## config.mk

```make
export PLATFORM = sky130hd
export DESIGN_NAME = sw_status_tx
export DESIGN_NICKNAME = d
export VERILOG_FILES = /design/src/rtl/sw_status_tx.sv
export SDC_FILE = /design/constraint.sdc
export NUM_CORES = 1
export LEC_CHECK = 0
export BUFFER_PORTS_ARGS = -buffer_cell sky130_fd_sc_hd__buf_4
export CAP_MARGIN = 20
export CORE_UTILIZATION = 50
export DETAILED_ROUTE_END_ITERATION = 16
export GPL_ROUTABILITY_DRIVEN = 0
export HOLD_SLACK_MARGIN = 0.06
export PLACE_DENSITY = 0.69
export SLEW_MARGIN = 10
export SYNTH_ARGS = -nofsm -noshare
export SYNTH_HDL_FRONTEND = slang
export SYNTH_SLANG_ARGS = --single-unit
```

## constraint.sdc

```tcl
create_clock -name CLK -period 2.8 [get_ports CLK]
set_input_delay 0.56 -clock CLK [delete_from_list [all_inputs] [get_ports CLK]]
set_output_delay 0.56 -clock CLK [all_outputs]
set_load 0.005 [all_outputs]
```

## src/rtl/sw_status_tx.sv

```systemverilog
// Switch status reporter: debounces the 9 slide switches and streams an ASCII
// status line ("S" + 9 binary digits + CR LF) to the UART TX on change or on request.
module sw_status_tx #(
  parameter int DEBOUNCE_CYCLES = 500000,
  parameter int CNT_W           = 20
) (
  input  logic       CLK,
  input  logic       RST,
  input  logic [8:0] sw_input,
  input  logic       send_req,
  input  logic       tx_ready,
  output logic [7:0] tx_data,
  output logic       tx_valid,
  output logic [8:0] sw_stable,
  output logic       busy
);

  localparam logic [0:0]       S_IDLE   = 1'b0;
  localparam logic [0:0]       S_SEND   = 1'b1;
  localparam logic [CNT_W-1:0] CNT_LAST = CNT_W'(DEBOUNCE_CYCLES - 1);

  logic [8:0]       sync1, sync2, cand, snap, stable_nxt;
  logic [CNT_W-1:0] cnt;
  logic [0:0]       state;
  logic [3:0]       k, idx;
  logic             pending, settle, change, req, xfer, last;

  // The whole vector has to sit unchanged for DEBOUNCE_CYCLES before it is accepted
  assign settle     = (sync2 == cand) && (cnt == CNT_LAST);
  assign change     = settle && (cand != sw_stable);
  assign stable_nxt = settle ? cand : sw_stable;
  assign req        = change | send_req;
  assign xfer       = tx_valid & tx_ready;
  assign last       = (k == 4'd11);

  always_ff @(posedge CLK) begin
    if (RST) begin
      sync1     <= '0;
      sync2     <= '0;
      cand      <= '0;
      cnt       <= '0;
      sw_stable <= '0;
    end else begin
      sync1 <= sw_input;
      sync2 <= sync1;
      if (sync2 != cand) begin
        cand <= sync2;
        cnt  <= '0;
      end else if (cnt == CNT_LAST) begin
        sw_stable <= cand;
      end else begin
        cnt <= cnt + 1'b1;
      end
    end
  end

  // snap is only loaded at message start so in-flight bytes never see later changes
  always_ff @(posedge CLK) begin
    if (RST) begin
      state   <= S_IDLE;
      k       <= '0;
      snap    <= '0;
      pending <= 1'b0;
    end else begin
      case (state)
        S_IDLE: begin
          if (req) begin
            snap  <= stable_nxt;
            k     <= '0;
            state <= S_SEND;
          end
        end
        default: begin
          if (xfer && last) begin
            if (pending || req) begin
              snap    <= stable_nxt;
              k       <= '0;
              pending <= 1'b0;
            end else begin
              state <= S_IDLE;
            end
          end else begin
            if (xfer) k <= k + 1'b1;
            if (req) pending <= 1'b1;
          end
        end
      endcase
    end
  end

  assign idx = 4'd9 - k;

  always_comb begin
    tx_data = 8'h00;
    if (state == S_SEND) begin
      if (k == 4'd0)       tx_data = 8'h53;
      else if (k <= 4'd9)  tx_data = {7'b0011000, snap[idx]};
      else if (k == 4'd10) tx_data = 8'h0D;
      else                 tx_data = 8'h0A;
    end
  end

  assign tx_valid = (state == S_SEND);
  assign busy     = tx_valid;

endmodule

```

==> reports/qor.yml <==
timing.critical_path.buf_inv: 2
seqCellArea_um2: 1420
synth_cells: 333
die_x_um: 80.2
final_nets: 385
grt_max_degree: 30
p_leak_nw: 1.36
vdd_drop_max_uv: 404
max_freq_mhz: 383
n_antenna_cell: 0
path_delay_family: "flip-flops"
slew_violations: 0
core_area_um2: 5920
cts_max_path_buffers: 2
grt_pass1_vias: 2189
period_needed_ns: 2.61
multiInputGateArea_um2: 1560
drc_errors: 0
endpoint_kind: "output port"
place_hpwl_um: 4050
cts.reportedPaths.clkPinSlew_ns: 0.07
outcome: "finished clean"
crit_slowest_cell: "dfxtp_1"
final_cells: 446
die_area_um2: 6440
setup-violations-final: 0
fin_setup_tns_ns: 0
drtIter0Drc: 113
busiest_layer: "met2"
crit_arrival_ns: 2.05
met1_usage: 0.257
crit_chain: "inv_1 > ha_1 > nor4b_1 > a21oi_1 > o22a_1 > nor2_1 > buf_4"
cts_made_buffers: 9
drive_gt1_frac: 0.181
p_sw_frac: 0.218
htreeDepth: 3
crit_fanout: 7
p_clk_frac: 0.428
dr.pass1.iters: 4
seq_area_frac_synth: 0.464
ys_ff_latch: 71
internal_power_mw: 1.58
use_met3: 0.0375
hold_path_class: "input port to register"
post_drt_wl_per_cell_um: 13.1
skew_ns: 0.00879
hold_viol: 0
grt_antenna_before_repair: 0
seqPwrFrac: 0.516
place_inst: 430
maxCapViolations: 0
rsz0062_at_grt: "false"
start_util: 0.517
cts-root-buf: "clkbuf_8"
ant_nets: 0
cts_tree: "yes"
clock_sinks: 71
fillers: 523
cts_resized: 0
syn_nets: 352
netlist_area_um2: 3060
power.density_nw_per_um2: 565
final_util: 0.603
crit_type: "register to output port"
clkLatencyLatePin_ns: 0.34
cp_slowest_stage_delay_ns: 0.45
fp.dieH_um: 80.2
rows: 28
synth.distinct_cells: 39
start_kind: "register"
critical_path_required_ns: 2.24
ys_warn_count: 0
grtUsageMet2: 0.330
power_mw: 2.02
ioPinCount: 32
comb_power_share: 0.056
grt_overflow: 0
grt_pass1_wl_um: 9910
switchingPower_mw: 0.439
num_vias: 2375
fin_crit_sh: 0.932
via_per_inst: 5.33
tightest_slew_ns: 0.672
grt_util_all_layers: 0.202
syn_area_per_cell_um2: 9.19
syn_to_final_growth_pct: 16.7
relSlewSlack: 0.551
drt_wl_total_um: 5840
post_cts_buffers: 0
portBuffers: 30
cts_hold_buf: 0
[kinds of logic after synthesis]
family | share of synthesized area
xor gates and xnor gates | 0.106
and+or+nand+nor | 0.258
buffers and inverters | 0.0274
AOI/OAI and AO/OA | 0.0646
other | 0.00123
DFF | 0.464
muxes | 0.0544
adders and majority gates | 0.0245
[Yosys cell counts]
cell / n / area (µm²)
nor4b_1: 1 / 8.76
nand2_1: 32 / 120
mux2_2: 9 / 101
and3_1: 5 / 31.3
conb_1: 1 / 3.75
nand4_1: 11 / 68.8
buf_1: 1 / 3.75
o21bai_1: 1 / 7.51
nor4b_2: 1 / 15.0
or4_4: 1 / 11.3
nand3_1: 8 / 40.0
buf_4: 2 / 15.0
nor2_1: 37 / 139
or4_1: 1 / 7.51
ha_1: 6 / 75.1
nor4_1: 1 / 6.26
nand4bb_1: 1 / 11.3
clkbuf_1: 9 / 33.8
nor2b_1: 38 / 238
nor4_2: 1 / 12.5
a21o_1: 1 / 7.51
o211ai_2: 1 / 12.5
and4_1: 1 / 8.76
nor3_1: 8 / 40.0
o21ai_0: 7 / 35.0
a22oi_1: 1 / 7.51
mux4_2: 2 / 45.0
a21oi_1: 19 / 95.1
dfxtp_1: 71 / 1420
buf_2: 1 / 5.00
o22a_1: 1 / 8.76
xnor2_1: 25 / 219
xor2_1: 12 / 105
inv_1: 7 / 26.3
o21a_1: 2 / 15.0
mux2i_1: 2 / 20.0
nand4b_1: 2 / 17.5
o2111ai_1: 1 / 8.76
or3_1: 2 / 12.5
[state kept, by name, indices dropped and copies added, names as in the netlist]
| signal | flops |
|---|---|
| cnt | 20 |
| cand | 9 |
| snap | 9 |
| sw_stable | 9 |
| sync1 | 9 |
| sync2 | 9 |
| k | 4 |
| busy | 1 |
| pending | 1 |
[worst reg2reg max path, delay by kind of cell, from the launching register on]
kind / cells / cell delay, ns
AO/OA/AOI/OAI: 2 / 0.41
adder cells (fa/ha/maj): 1 / 0.23
flip-flops: 1 / 0.40
AND/OR/NAND/NOR: 4 / 1.42
[final timing paths]
kind,startpoint,endpoint,slack [ns],cells after the start
worst min register to register,sync1[2],sync2[2],0.44,1
worst min-delay path,sw_input[4],sync1[4],0.43,2
worst max register to register,cnt[0],k[3],0.28,7
worst max-delay path,k[2],tx_data[0],0.19,7
[stage by stage]
stage               hold WS, ns  worst slack (ns)  instance area, µm²
floorplan                 0.414             0.425                3060
finish                    0.429             0.191                3570
CTS                       0.419            0.0839                3570
detailed placement        0.420             0.292                3360
global route              0.425            0.0428                3570
global placement          0.417             0.349                3360
[power groups by stage]
stage	Combinational (mW)	Clock, mW	Sequential, mW
CTS	0.114	0.878	1.04
global placement	0.111	0	1.06
finish	0.113	0.863	1.04
global route	0.127	0.923	1.04
floorplan	0.0758	0	1.06
detailed placement	0.114	0	1.06
[final cells by class]
| class | instances | share of cell area |
|---|---|---|
| flip-flops and latches | 71 | 0.398 |
| repair buffers | 35 | 0.0736 |
| clock inverters | 7 | 0.0245 |
| clock buffers | 9 | 0.0347 |
| well taps | 75 | 0.0263 |
| inverters | 7 | 0.00736 |
| multi-input cells | 242 | 0.435 |
[routing by layer]
| layer | wire length [µm] | part of all wire |
|---|---|---|
| met1 | 2710 | 0.46 |
| met2 | 2770 | 0.47 |
| met3 | 191 | 0.033 |
| met4 | 159 | 0.027 |
| met5 | 0 | 0 |
[placed cells by master (no fill, tap or decap), types with 4 or more instances in the layout]
cell       n
a21oi_1   19
xor2_1    12
buf_4     35
clkinv_2   4
nand2_1   32
mux2_2     9
and3_1     5
inv_1      7
o21ai_0    7
nor2b_1   38
clkbuf_8   9
nand3_1    8
nor3_1     8
nand4_1   11
dfxtp_1   70
nor2_1    37
xnor2_1   25
ha_1       6
Power figures use the tool's default switching activity.
